`src/rtl/mutex_pkg.sv`:
```
// Shared definitions for the hardware-mutex client: register map, field slices, FSM states.
package mutex_pkg;

  localparam logic MUTEX_ADDR_STATE = 1'b0;
  localparam logic MUTEX_ADDR_RESET = 1'b1;

  localparam int OWNER_MSB = 31;
  localparam int OWNER_LSB = 16;
  localparam int VALUE_MSB = 15;
  localparam int VALUE_LSB = 0;

  typedef enum logic [2:0] {
    ST_IDLE,
    ST_WR_LOCK,
    ST_RD_CHECK,
    ST_BACKOFF,
    ST_HELD,
    ST_WR_REL
  } mutex_client_state_t;

endpackage

```
`src/rtl/mutex_client_backoff.sv`:
```
// Loadable down-counter with zero flag; spaces out lock attempts after a failed check.
module mutex_client_backoff #(
  parameter int W = 4
) (
  input  logic         clk,
  input  logic         reset_n,
  input  logic         load_i,
  input  logic [W-1:0] load_val_i,
  input  logic         dec_i,
  output logic [W-1:0] cnt_o,
  output logic         zero_o
);

  logic [W-1:0] cnt_q, cnt_d;

  always_comb begin
    cnt_d = cnt_q;
    if (load_i)                     cnt_d = load_val_i;
    else if (dec_i && cnt_q != '0)  cnt_d = cnt_q - 1'b1;
  end

  always_ff @(posedge clk or negedge reset_n)
    if (!reset_n) cnt_q <= '0;
    else          cnt_q <= cnt_d;

  assign cnt_o  = cnt_q;
  assign zero_o = (cnt_q == '0);

endmodule

```
`src/rtl/mutex_client.sv`:
```
// Avalon-MM initiator that acquires/releases a hardware mutex by write-then-verify.
// Optional retry limit: define MUTEX_CLIENT_RETRY_LIMIT_EN.
module mutex_client
  import mutex_pkg::*;
#(
  parameter logic [15:0] OWNER_ID       = 16'h0001,
  parameter logic [15:0] LOCK_VALUE     = 16'h0001,
  parameter int unsigned BACKOFF_CYCLES = 8,
  parameter int unsigned MAX_RETRIES    = 15
) (
  input  logic        clk,
  input  logic        reset_n,
  input  logic        acq_req,
  input  logic        rel_req,
  output logic        held,
  output logic        busy,
  output logic        acq_done,
  output logic        rel_done,
  output logic        acq_fail,
  output logic        av_address,
  output logic        av_read,
  output logic        av_write,
  output logic [31:0] av_writedata,
  input  logic [31:0] av_readdata,
  input  logic        av_waitrequest
);

  localparam int CNT_W   = (BACKOFF_CYCLES > 0) ? $clog2(BACKOFF_CYCLES + 1) : 1;
  localparam int RW_RAW  = $clog2(MAX_RETRIES + 2);
  localparam int RETRY_W = (RW_RAW > 4) ? RW_RAW : 4;

  localparam logic [31:0] LOCK_WORD = {OWNER_ID, LOCK_VALUE};
  localparam logic [31:0] FREE_WORD = {OWNER_ID, 16'h0000};

  mutex_client_state_t state_q, state_d;
  logic               held_q, held_d;
  logic               acq_done_q, acq_done_d;
  logic               rel_done_q, rel_done_d;
  logic               acq_fail_q, acq_fail_d;
  logic               addr_q, addr_d;
  logic               rd_q, rd_d;
  logic               wr_q, wr_d;
  logic [31:0]        wdata_q, wdata_d;
  logic [RETRY_W-1:0] retry_q, retry_d;
  logic               bo_load, bo_dec, bo_zero;
  logic [CNT_W-1:0]   bo_cnt;
  logic               xfer_done;

  mutex_client_backoff #(.W(CNT_W)) u_backoff (
    .clk        (clk),
    .reset_n    (reset_n),
    .load_i     (bo_load),
    .load_val_i (CNT_W'(BACKOFF_CYCLES)),
    .dec_i      (bo_dec),
    .cnt_o      (bo_cnt),
    .zero_o     (bo_zero)
  );

  assign xfer_done = (rd_q || wr_q) && !av_waitrequest;

  always_comb begin
    state_d    = state_q;
    held_d     = held_q;
    acq_done_d = 1'b0;
    rel_done_d = 1'b0;
    acq_fail_d = 1'b0;
    retry_d    = retry_q;
    bo_load    = 1'b0;
    bo_dec     = 1'b0;
    addr_d     = MUTEX_ADDR_STATE;
    rd_d       = 1'b0;
    wr_d       = 1'b0;
    wdata_d    = wdata_q;
    case (state_q)
      ST_IDLE:     if (acq_req) state_d = ST_WR_LOCK;
      ST_WR_LOCK:  if (xfer_done) state_d = ST_RD_CHECK;
      ST_RD_CHECK: if (xfer_done) begin
        if (av_readdata == LOCK_WORD) begin
          state_d    = ST_HELD;
          held_d     = 1'b1;
          acq_done_d = 1'b1;
`ifdef MUTEX_CLIENT_RETRY_LIMIT_EN
          retry_d    = '0;
`endif
        end else begin
`ifdef MUTEX_CLIENT_RETRY_LIMIT_EN
          if (retry_q == RETRY_W'(MAX_RETRIES)) begin
            state_d    = ST_IDLE;
            acq_fail_d = 1'b1;
            retry_d    = '0;
          end else
`endif
          begin
            state_d = ST_BACKOFF;
            bo_load = 1'b1;
            if (retry_q != '1) retry_d = retry_q + 1'b1;
          end
        end
      end
      // Leaving on count==1 gives exactly BACKOFF_CYCLES idle bus cycles.
      ST_BACKOFF: begin
        bo_dec = 1'b1;
        if (bo_zero || bo_cnt == CNT_W'(1)) state_d = ST_WR_LOCK;
      end
      ST_HELD:     if (rel_req) state_d = ST_WR_REL;
      ST_WR_REL:   if (xfer_done) begin
        state_d    = ST_IDLE;
        held_d     = 1'b0;
        rel_done_d = 1'b1;
        retry_d    = '0;
      end
      default:     state_d = ST_IDLE;
    endcase
    // Strobes follow the next state, so they stay put while the slave stalls.
    case (state_d)
      ST_WR_LOCK:  begin wr_d = 1'b1; wdata_d = LOCK_WORD; end
      ST_RD_CHECK: rd_d = 1'b1;
      ST_WR_REL:   begin wr_d = 1'b1; wdata_d = FREE_WORD; end
      default:     ;
    endcase
  end

  always_ff @(posedge clk or negedge reset_n)
    if (!reset_n) begin
      state_q    <= ST_IDLE;
      held_q     <= 1'b0;
      acq_done_q <= 1'b0;
      rel_done_q <= 1'b0;
      acq_fail_q <= 1'b0;
      retry_q    <= '0;
      addr_q     <= MUTEX_ADDR_STATE;
      rd_q       <= 1'b0;
      wr_q       <= 1'b0;
      wdata_q    <= '0;
    end else begin
      state_q    <= state_d;
      held_q     <= held_d;
      acq_done_q <= acq_done_d;
      rel_done_q <= rel_done_d;
      acq_fail_q <= acq_fail_d;
      retry_q    <= retry_d;
      addr_q     <= addr_d;
      rd_q       <= rd_d;
      wr_q       <= wr_d;
      wdata_q    <= wdata_d;
    end

  assign held         = held_q;
  assign busy         = (state_q != ST_IDLE) && (state_q != ST_HELD);
  assign acq_done     = acq_done_q;
  assign rel_done     = rel_done_q;
  assign acq_fail     = acq_fail_q;
  assign av_address   = addr_q;
  assign av_read      = rd_q;
  assign av_write     = wr_q;
  assign av_writedata = wdata_q;

endmodule
```
`config.mk`:
```
export PLATFORM = sky130hd
export DESIGN_NAME = mutex_client
export DESIGN_NICKNAME = d
export VERILOG_FILES = /design/src/rtl/mutex_pkg.sv /design/src/rtl/mutex_client_backoff.sv /design/src/rtl/mutex_client.sv
export SDC_FILE = /design/constraint.sdc
export NUM_CORES = 1
export LEC_CHECK = 0
export BUFFER_PORTS_ARGS = -buffer_cell sky130_fd_sc_hd__clkbuf_2
export CORE_UTILIZATION = 39
export DETAILED_ROUTE_END_ITERATION = 7
export GPL_TIMING_DRIVEN = 0
export PLACE_DENSITY = 0.79
export SYNTH_ARGS = -nofsm -noshare
export SYNTH_HDL_FRONTEND = slang
export SYNTH_SLANG_ARGS = --single-unit
```
`constraint.sdc`:
```
create_clock -name clk -period 2 [get_ports clk]
set_input_delay 0.2 -clock clk [delete_from_list [all_inputs] [get_ports clk]]
set_output_delay 0.2 -clock clk [all_outputs]
set_load 0.02 [all_outputs]
```
# Yosys cells after proc, flatten, opt, wreduce, memory -nomap -nowiden
# Index checks and enable logic that the tools add are counted.
classes:
  n_mux: 26
  n_addsub: 1
  eq_ne: 14
  n_reduce_logical: 15
op_table:
  columns: ["cell", "count"]
  rows:
  - ["32-bit one-hot mux with 2 select lines", 1]
  - ["32-bit by 17-bit == test with 1-bit output (second input constant)", 1]
  - ["3-bit 2-to-1 mux", 7]
  - ["3-bit one-hot mux with 6 select lines", 1]
  - ["1-bit 2-to-1 mux", 14]
  - ["3-bit by 2-bit == test with 1-bit output (second input constant)", 3]
  - ["3-bit == test (second input constant)", 3]
  - ["4-bit 2-to-1 mux", 2]
  - ["3-bit by 1-bit == test with 1-bit output (second input constant)", 2]
  - ["2-bit != test (second input constant)", 3]
  - ["2-bit nonzero test", 3]
  - ["4-bit by 1-bit == test with 1-bit output (second input constant)", 1]
  - ["4-bit logical NOT", 1]
  - ["4-bit AND reduction", 1]
  - ["4-bit nonzero test", 1]
  - ["4-bit by 1-bit subtractor with 4-bit output (second input constant)", 1]
  - ["1-bit logical AND", 3]
  - ["3-bit logical NOT", 1]
  - ["3-bit != test (second input constant)", 1]
  - ["3-bit nonzero test", 1]
  - ["1-bit logical OR", 2]
  - ["1-bit one-hot mux with 2 select lines", 1]
  - ["2-bit OR reduction", 1]
  - ["1-bit logical NOT", 1]
totals:
  output_inout_bits: 40
  ff_bits: 44

# Longest topological paths before layout
# Gate-level depths: netlist (run 1).
depth:
  word_depth: 7
  ltp_mapped: 6
  ltp_nobuf: 6

# Modules after synthesis
# A second synthesis (run 1) with hierarchy kept.
hier_totals:
  hier_cells: 121
  area_unflattened_um2: 1176.1
modules_own_cells:
  columns: ["module", "instances", "cells_per_inst", "seq_area_each_um2", "area_each_um2"]
  rows:
  - ["mutex_client", 1, 94, 250.2, 923.4]
  - ["mutex_client_backoff", 1, 27, 100.1, 252.7]

# Least setup slack after synthesis (run 1)
# No wires, ideal clock.
synth_path:
  path_type: "flip-flop to flip-flop"
  startpoint: "register wr_q (netlist: av_write)"
  endpoint: "register wdata_q[0] (netlist: av_writedata[0])"
  arrival_time_ps: 1457
  setup_time_ps: 125
  path_stages_with_launch: 5
  path_slack_ps: 419
  path_cell_list: "dfrtp_1 -> o21bai_4 -> or4b_4 -> a21boi_1 -> mux2_2"
synth_via:
  elab_chain_cells: 6
  word_cells_on_any_way: 10
  classes_between: "2 x eq/ne; 5 x mux; 3 x reduce/logical"
synth_lines:
  columns: ["element", "line_no", "source"]
  rows:
  - ["start, declared", "mutex_client.sv:42", "logic wr_q, wr_d;"]
  - ["start signal, assigned", "mutex_client.sv:144", "wr_q <= wr_d;"]
  - ["1-bit logical OR *", "mutex_client.sv:59", "assign xfer_done = (rd_q || wr_q) && !av_waitrequest;"]
  - ["1-bit logical AND *", "mutex_client.sv:59", null]
  - ["3-bit 2-to-1 mux, on equally long branches", "mutex_client.sv:106, mutex_client.sv:76, mutex_client.sv:77", null]
  - ["3-bit one-hot mux with 6 select lines *", "mutex_client.sv:74", "case (state_q)"]
  - ["3-bit == test or 3-bit by 1-bit == test with 1-bit output (tied branches)", "mutex_client.sv:115", "case (state_d)"]
  - ["32-bit one-hot mux with 2 select lines or 2-bit nonzero test (tied branches)", null, null]
  - ["end signal, assigned", "mutex_client.sv:145", "wdata_q <= wdata_d;"]
  - ["end, declared", "mutex_client.sv:43", "logic [31:0] wdata_q, wdata_d;"]
# Every way passes the cells marked *; elsewhere a longest branch is shown, timed or not. The select of a mux whose other input is x is not followed.
# A chain may end at the register's enable or synchronous reset.

# Worst setup path after layout (run 1)
layout_path:
  startpoint: "register u_backoff.cnt_q[0] (netlist: u_backoff.cnt_o[0])"
  endpoint: "register wdata_q[0] (netlist: av_writedata[0])"
layout_via:
  elab_chain_cells: 6
  word_cells_on_any_way: 9
  classes_between: "3 x eq/ne; 3 x mux; 3 x reduce/logical"
layout_lines:
  columns: ["element", "line_no", "source"]
  rows:
  - ["start, declared", "mutex_client_backoff.sv:14", "logic [W-1:0] cnt_q, cnt_d;"]
  - ["start signal, assigned", "mutex_client_backoff.sv:24", "else cnt_q <= cnt_d;"]
  - ["4-bit by 1-bit == test with 1-bit output or 4-bit logical NOT (tied branches)", "mutex_client.sv:103, mutex_client_backoff.sv:27", null]
  - ["1-bit logical OR *", "mutex_client.sv:103", "if (bo_zero || bo_cnt == CNT_W'(1)) state_d = ST_WR_LOCK;"]
  - ["3-bit 2-to-1 mux *", "mutex_client.sv:103", null]
  - ["3-bit one-hot mux with 6 select lines *", "mutex_client.sv:74", null]
  - ["3-bit == test or 3-bit by 1-bit == test with 1-bit output (tied branches)", "mutex_client.sv:115", null]
  - ["32-bit one-hot mux with 2 select lines or 2-bit nonzero test (tied branches)", null, null]
# Marks and branches as above.

==> flow_metrics.env, run 1 <==
export IMPL_run_status="complete, no violations"
export IMPL_layout_common_cells="sky130_fd_sc_hd__clkbuf_2, sky130_fd_sc_hd__buf_4, sky130_fd_sc_hd__conb_1"
export IMPL_place_inst=212
export IMPL_rr_endpoint="av_writedata[0]$_DFFE_PN0P_"
export IMPL_cell_area_reported_after_detailed_placement_sq_mm=0.00137
export IMPL_number_of_design_rule_violations_left_by_the_first_detailed_router_iteration=3
export IMPL_initial_utilization_pct=43.1
export IMPL_p_leak_nw=0.813
export IMPL_setup_total_negative_slack_ns=0
export IMPL_regToRegSetupSlack_ns=0.26
export IMPL_die_area_sq_mm=0.00277
export IMPL_report_final_hold_viol_count=0
export IMPL_period_share_pct=87.0
export IMPL_synthDominantAreaCellType="sky130_fd_sc_hd__dfrtp_1"
export IMPL_ys_seq_elements=14
export IMPL_irDropWorstVdd_v=0.000603
export IMPL_detailed_place_hpwl_microns=1860
export IMPL_io_buffers=44
export IMPL_flow_area_growth_from_synthesis_pct=41.9
export IMPL_wl_per_cell_microns=9.81
export IMPL_post_route_cell_area_sq_mm=0.00142
export IMPL_final_skew_ns=0.00107
export IMPL_clock_tree_buffer_depth=2
export IMPL_finalWirelength_microns=2130
export IMPL_final_cells=217
export IMPL_final_fill_count=213
export IMPL_finalHoldWorstSlack_ns=0.237
export IMPL_cts_resized=0
export IMPL_grt_max_degree=15
export IMPL_cts_root_buffer_cell="sky130_fd_sc_hd__clkbuf_4"
export IMPL_endpoint_kind="register"
export IMPL_path_clk_slew_ns=0.08
export IMPL_critical_path_slowest_cell="sky130_fd_sc_hd__dfrtp_1"
export IMPL_setup_violations=0
export IMPL_synth_yosys_seq_area_share_pct=35.1
export IMPL_detailroute_via_count=904
export IMPL_firstDrtPassIters=4
export IMPL_worst_skew_pair_late_latency_ns=0.27
export IMPL_remaining_drc_errors=0
export IMPL_grt_overflow_total=0
export IMPL_drive_gt1_share_pct=45.5
export IMPL_die_x_microns=52.6
export IMPL_synth_warnings=0
export IMPL_worst_path_buf_inv=1
export IMPL_min_to="rel_done$_DFF_PN0_"
export IMPL_critical_path_required_time_ns=2.16
export IMPL_highest_attainable_clock_frequency_ghz=0.575
export IMPL_clkSinkCount=14
export IMPL_grt_use_total_pct=17.1
export IMPL_antenna_violating_nets_left=0
export IMPL_crit_path_max_fanout=4
export IMPL_power_per_cell_area_mw_per_mm2=904
export IMPL_holdCritPathClass="in -> reg"
export IMPL_final_common_cell="sky130_fd_sc_hd__clkbuf_2"
export IMPL_r2r_worst_path_cells=6
export IMPL_die_height_microns=52.6
export IMPL_netlist_top_cells_area="sky130_fd_sc_hd__dfrtp_1, sky130_fd_sc_hd__buf_4, sky130_fd_sc_hd__nor4_1"
export IMPL_holdPathStages=3
export IMPL_holdCritStartpoint="av_waitrequest"
export IMPL_min_cycle_time_layout_ns=1.74
export IMPL_post_synth_top_area_fraction_pct=35.1
export IMPL_crit_path_cell_trace="inv_1 > ha_1 > o211ai_1 > o221ai_1 > nand2_1 > mux2_2"
export IMPL_path_delay_family="compound AO/OA/AOI/OAI gates"
export IMPL_final_nets=230
export IMPL_row_count=17
export IMPL_grt_first_pass_wirelength_microns=3500
export IMPL_place_gp_congestion=0.751
export IMPL_startpoint_type="register"
export IMPL_viasPerCell=4.17
export IMPL_grt_antenna_before_repair=0
export IMPL_h_tree_depth=1
export IMPL_floorplan_io_pins=77
export IMPL_core_area_sq_mm=0.00232
export IMPL_maxSlewViolCount=0
export IMPL_syn_inst=109
export IMPL_postSynthAreaPerCell_sq_um=9.16
export IMPL_cts_buffers=3
export IMPL_synth_cell_area_sq_um=998
export IMPL_synth_cell_type_count=34
export IMPL_first_global_vias=888
export IMPL_critical_path_reg2reg_startpoint="u_backoff.cnt_o[0]$_DFFE_PN0P_"
export IMPL_critPathArrivalTime_ns=1.90
export IMPL_unrepaired_setup_endpoints_after_global_routing="no"
export IMPL_cap_violations=0
export IMPL_critPathKind="reg -> reg"
export IMPL_tritoncts_clock_tree="done"
export IMPL_diodes=0
export IMPL_max_stage_delay_ns=0.41
-- logic make-up after synthesis --
kind of cell	after synthesis	synth area share (%)
XOR/XNOR	3	2.63
buffers and inverters	40	27.3
AND/OR/NAND/NOR	33	19.4
other	1	0.376
flip-flops	14	35.1
multiplexers	1	1.13
adder cells (fa/ha/maj)	3	3.76
AO/OA/AOI/OAI	14	10.3
-- routing by layer --
metal	wire (microns)	global-route usage [%]	vias up
met2	1130	30.8	41
met1	850	18.1	395
li1	-	-	466
met5	0	0	-
met4	16	11.4	0
met3	135	2.32	2
-- cells in the mapped netlist --
library cell               number
sky130_fd_sc_hd__buf_4         32
sky130_fd_sc_hd__dfrtp_1       14
sky130_fd_sc_hd__nor2_1         7
sky130_fd_sc_hd__nor4_1         7
sky130_fd_sc_hd__inv_1          6
sky130_fd_sc_hd__nand2_1        5
sky130_fd_sc_hd__a21oi_1        4
sky130_fd_sc_hd__ha_1           3
sky130_fd_sc_hd__buf_2          2
sky130_fd_sc_hd__nor3_1         2
sky130_fd_sc_hd__nor3b_1        2
sky130_fd_sc_hd__nor4b_1        2
sky130_fd_sc_hd__xor2_1         2
sky130_fd_sc_hd__a211oi_1       1
sky130_fd_sc_hd__a21boi_1       1
sky130_fd_sc_hd__a21o_1         1
sky130_fd_sc_hd__a31oi_1        1
sky130_fd_sc_hd__and2b_1        1
sky130_fd_sc_hd__and3b_1        1
sky130_fd_sc_hd__conb_1         1
sky130_fd_sc_hd__mux2_2         1
sky130_fd_sc_hd__nand2b_1       1
sky130_fd_sc_hd__nand3b_1       1
sky130_fd_sc_hd__nand4_1        1
sky130_fd_sc_hd__o211ai_1       1
sky130_fd_sc_hd__o21ai_0        1
sky130_fd_sc_hd__o21bai_1       1
sky130_fd_sc_hd__o21bai_4       1
sky130_fd_sc_hd__o221ai_1       1
sky130_fd_sc_hd__o22ai_1        1
sky130_fd_sc_hd__or2_1          1
sky130_fd_sc_hd__or2_2          1
sky130_fd_sc_hd__or4b_4         1
sky130_fd_sc_hd__xnor2_1        1
-- per-stage QoR --
stage	util, %	power, mW	setup slack, ns
floorplan	-	0.925	0.419
detailed placement	59.1	1.09	0.252
CTS	61.1	1.29	0.248
global placement	59.1	1.05	0.351
global route	61.1	1.39	0.105
finish	61.1	1.28	0.260
-- flip-flops by register name (all words and copies together), names as in the netlist --
signal,cells
acq_done,1
av_read,1
av_write,1
av_writedata,2
held,1
rel_done,1
state_q,3
u_backoff.cnt_o,4
-- report_power, final --
group	switching [mW]	internal, mW
sequential	0.0640	0.373
combinational	0.371	0.276
clock	0.0862	0.111
total	0.521	0.759
-- repair_timing --
action | in CTS | in global routing
endpoints found under the hold margin | 14 | 0
hold buffers | 1 | 0
setup buffers | 0 | 0
-- tightest hold or removal path, stage by stage --
cell and delay (ns):
sky130_fd_sc_hd__clkbuf_2 0.08, sky130_fd_sc_hd__o21bai_4 0.13, sky130_fd_sc_hd__nor4_1 0.06
-- cell type report --
cell class | instances | area, sq um | share of cell area (%)
Timing Repair Buffer | 45 | 230 | 16.3
Clock buffer | 4 | 36.3 | 2.56
Tap cell | 28 | 35.0 | 2.47
Sequential cell | 14 | 350 | 24.7
Inverter | 6 | 22.5 | 1.59
Buffer | 34 | 250 | 17.7
Multi-Input combinational cell | 86 | 492 | 34.7
-- worst max path at each step --
stage / startpoint / end / slack, ns / cells after the start
global placement: u_backoff.cnt_o[0]$_DFFE_PN0P_ / av_writedata[0]$_DFFE_PN0P_ / 0.35 / 6
floorplan: av_write$_DFF_PN0_ / av_writedata[0]$_DFFE_PN0P_ / 0.42 / 4
CTS: u_backoff.cnt_o[0]$_DFFE_PN0P_ / av_writedata[0]$_DFFE_PN0P_ / 0.25 / 6
finish: u_backoff.cnt_o[0]$_DFFE_PN0P_ / av_writedata[0]$_DFFE_PN0P_ / 0.26 / 6
detailed placement: u_backoff.cnt_o[0]$_DFFE_PN0P_ / av_writedata[0]$_DFFE_PN0P_ / 0.25 / 6
global route: u_backoff.cnt_o[0]$_DFFE_PN0P_ / av_writedata[0]$_DFFE_PN0P_ / 0.10 / 6
No activity file was read; power rests on OpenSTA's default activity.
==> run 2: changes to the inputs <==
--- a/config.mk
+++ b/config.mk
@@ -5,11 +5,12 @@
 export SDC_FILE = /design/constraint.sdc
 export NUM_CORES = 1
 export LEC_CHECK = 0
+export ABC_AREA = 1
 export BUFFER_PORTS_ARGS = -buffer_cell sky130_fd_sc_hd__clkbuf_2
-export CORE_UTILIZATION = 39
+export CORE_UTILIZATION = 42
 export DETAILED_ROUTE_END_ITERATION = 7
 export GPL_TIMING_DRIVEN = 0
-export PLACE_DENSITY = 0.79
+export PLACE_DENSITY = 0.8
 export SYNTH_ARGS = -nofsm -noshare
 export SYNTH_HDL_FRONTEND = slang
 export SYNTH_SLANG_ARGS = --single-unit
==> flow_metrics.env, run 2 <==
export IMPL_core_area_sq_mm=0.00254
export IMPL_drive_gt1_share_pct=39.3
export IMPL_critPathKind="reg -> reg"
export IMPL_grt_overflow_total=0
export IMPL_startpoint_type="register"
export IMPL_final_core_util_pct=62.5
export IMPL_critPathArrivalTime_ns=1.64
export IMPL_worst_skew_pair_late_latency_ns=0.29
export IMPL_critical_path_reg2reg_startpoint="u_backoff.cnt_o[0]$_DFFE_PN0P_"
export IMPL_endpoint_kind="register"
export IMPL_grt_first_pass_wirelength_microns=3290
export IMPL_report_final_hold_viol_count=0
export IMPL_remaining_drc_errors=0
export IMPL_critical_path_required_time_ns=2.19
export IMPL_final_skew_ns=0.00698
export IMPL_clock_tree_buffer_depth=2
export IMPL_worst_path_buf_inv=2
export IMPL_final_nets=285
export IMPL_final_common_cell="sky130_fd_sc_hd__clkbuf_2"
export IMPL_period_share_pct=72.5
export IMPL_power_per_cell_area_mw_per_mm2=887
export IMPL_final_fill_count=240
export IMPL_synth_edf_count=0
export IMPL_synthDominantAreaCellType="sky130_fd_sc_hd__dfrtp_1"
export IMPL_synthFlopType="sky130_fd_sc_hd__dfrtp_1"
export IMPL_tritoncts_clock_tree="done"
export IMPL_h_tree_depth=1
export IMPL_crit_path_max_fanout=5
export IMPL_diodes=0
export IMPL_timing_critical_path_from="u_backoff.cnt_o[0]$_DFFE_PN0P_"
export IMPL_detailed_place_hpwl_microns=1890
export IMPL_firstDrtPassIters=5
export IMPL_die_x_microns=54.8
export IMPL_cap_violations=0
export IMPL_cts_buffers=3
export IMPL_die_height_microns=54.8
export IMPL_synth_top_cells_by_count="sky130_fd_sc_hd__buf_4, sky130_fd_sc_hd__nand2_1, sky130_fd_sc_hd__inv_1"
export IMPL_floorplan_io_pins=77
export IMPL_wl_per_cell_microns=7.92
export IMPL_antenna_violating_nets_left=0
export IMPL_first_global_vias=836
export IMPL_grt_use_total_pct=15.5
export IMPL_number_of_design_rule_violations_left_by_the_first_detailed_router_iteration=20
export IMPL_setup_total_negative_slack_ns=0
export IMPL_setup_violations=0
export IMPL_synth_warnings=0
export IMPL_synth_yosys_seq_area_share_pct=29.9
export IMPL_detailroute_via_count=1082
export IMPL_synth_cell_area_sq_mm=0.00117
export IMPL_path_delay_family="flip-flops"
export IMPL_viasPerCell=3.95
export IMPL_place_gp_congestion=0.874
export IMPL_multi_input_comb_area_sq_um=579
export IMPL_highest_attainable_clock_frequency_ghz=0.690
export IMPL_grt_antenna_before_repair=0
export IMPL_cts_root_buffer_cell="sky130_fd_sc_hd__clkbuf_4"
export IMPL_path_clk_slew_ns=0.09
export IMPL_finalWirelength_microns=2170
export IMPL_finalHoldWorstSlack_ns=0.248
export IMPL_die_area_sq_mm=0.00300
export IMPL_holdCritPathClass="in -> reg"
export IMPL_row_count=18
export IMPL_holdCritStartpoint="av_waitrequest"
export IMPL_timing_critical_path_mode_cell="sky130_fd_sc_hd__nand2_1"
export IMPL_initial_utilization_pct=46.0
export IMPL_async_flop_share_pct=100
export IMPL_ys_seq_elements=14
export IMPL_clkSinkCount=14
export IMPL_p_leak_nw=0.994
export IMPL_crit_path_cell_trace="inv_1 > ha_1 > nand2_1 > nand2_4 > inv_2 > a21oi_2 > nand2_1 > nand2_2 > nand3_1 > nand2_1"
export IMPL_largest_register_ffs=4
export IMPL_flow_area_growth_from_synthesis_pct=35.9
export IMPL_syn_inst=164
export IMPL_synth_cell_type_count=25
export IMPL_critical_path_slowest_cell="sky130_fd_sc_hd__dfrtp_1"
export IMPL_io_buffers=44
export IMPL_total_power_mw=1.41
export IMPL_run_status="complete, no violations"
export IMPL_irDropWorstVdd_v=0.000744
export IMPL_post_synth_top_area_fraction_pct=29.9
export IMPL_maxSlewViolCount=0
export IMPL_netlist_top_cells_area="sky130_fd_sc_hd__dfrtp_1, sky130_fd_sc_hd__buf_4, sky130_fd_sc_hd__nand2_1"
export IMPL_layout_common_cells="sky130_fd_sc_hd__clkbuf_2, sky130_fd_sc_hd__buf_4, sky130_fd_sc_hd__conb_1"
export IMPL_grt_max_degree=15
export IMPL_sequential_cell_area_sq_um=350
export IMPL_unrepaired_setup_endpoints_after_global_routing="no"
export IMPL_most_instantiated_library_cell_after_synthesis="sky130_fd_sc_hd__buf_4"
export IMPL_max_stage_delay_ns=0.44
export IMPL_postSynthAreaPerCell_sq_um=7.13
export IMPL_min_cycle_time_layout_ns=1.45
## run 2: cells by family after synthesis
| family | after synthesis | synth area share [%] |
|---|---|---|
| simple gates | 71 | 29.3 |
| buf+inv | 63 | 30.5 |
| flops | 14 | 29.9 |
| compound gates | 10 | 5.24 |
| fa+ha+maj | 3 | 3.21 |
| xor+xnor | 2 | 1.50 |
| other cells | 1 | 0.321 |
## run 2: report_power, final
| group | leakage, nW | internal [mW] | switching (mW) | total, mW |
|---|---|---|---|---|
| registers | 0.172 | 0.373 | 0.0893 | 0.462 |
| logic | 0.801 | 0.270 | 0.469 | 0.739 |
| clock network | 0.0210 | 0.111 | 0.0993 | 0.210 |
| total | 0.994 | 0.754 | 0.657 | 1.41 |
## run 2: routing by layer
metal	routed length [microns]	track usage, %	share of wire (%)	vias to the layer above
li1	-	-	-	585
met4	53	8.12	2.4	0
met2	1080	26.3	50	50
met1	846	18.5	39	441
met3	191	2.22	8.8	6
met5	0	0	0	-
## run 2: tightest hold or removal path, delay by kind of cell
| kind | cells | cell delay (ns) |
|---|---|---|
| AOI/OAI and AO/OA | 1 | 0.14 |
| buffers and inverters | 1 | 0.09 |
| and+or+nand+nor | 1 | 0.06 |
## run 2: path summary, 6_finish.rpt
check	depth (start not counted)	to	slack (ns)
setup / recovery	10	av_writedata[0]$_DFFE_PN0P_	0.55
hold / removal	3	state_q[2]$_DFF_PN0_	0.25
setup reg to reg	10	av_writedata[0]$_DFFE_PN0P_	0.55
hold reg to reg	2	av_writedata[0]$_DFFE_PN0P_	0.48
max in group asynchronous	2	state_q[2]$_DFF_PN0_	1.41
min in group asynchronous	2	av_writedata[0]$_DFFE_PN0P_	0.34
## run 2: final cells by class
| type | instances | area share (%) |
|---|---|---|
| well taps | 30 | 2.36 |
| multi-input cells | 118 | 36.4 |
| clock buffers | 4 | 2.28 |
| inverters | 31 | 7.32 |
| flip-flops and latches | 14 | 22.0 |
| repair buffers | 45 | 14.5 |
| plain buffers | 32 | 15.1 |
## run 2: per-stage QoR
stage	cells	cell area, sq um	setup slack, ns
global route	274	1590	0.398
finish	274	1590	0.551
floorplan	195	1290	0.671
global placement	269	1540	0.592
detailed placement	269	1540	0.540
CTS	274	1590	0.528
## run 2: timing repair
item / in CTS / in global routing
hold buffers: 1 / 0
endpoints found under the setup margin: 0 / 0
buffers inserted: 0 / 0
resized for setup: 0 / 0
hold endpoints to repair: 14 / 0
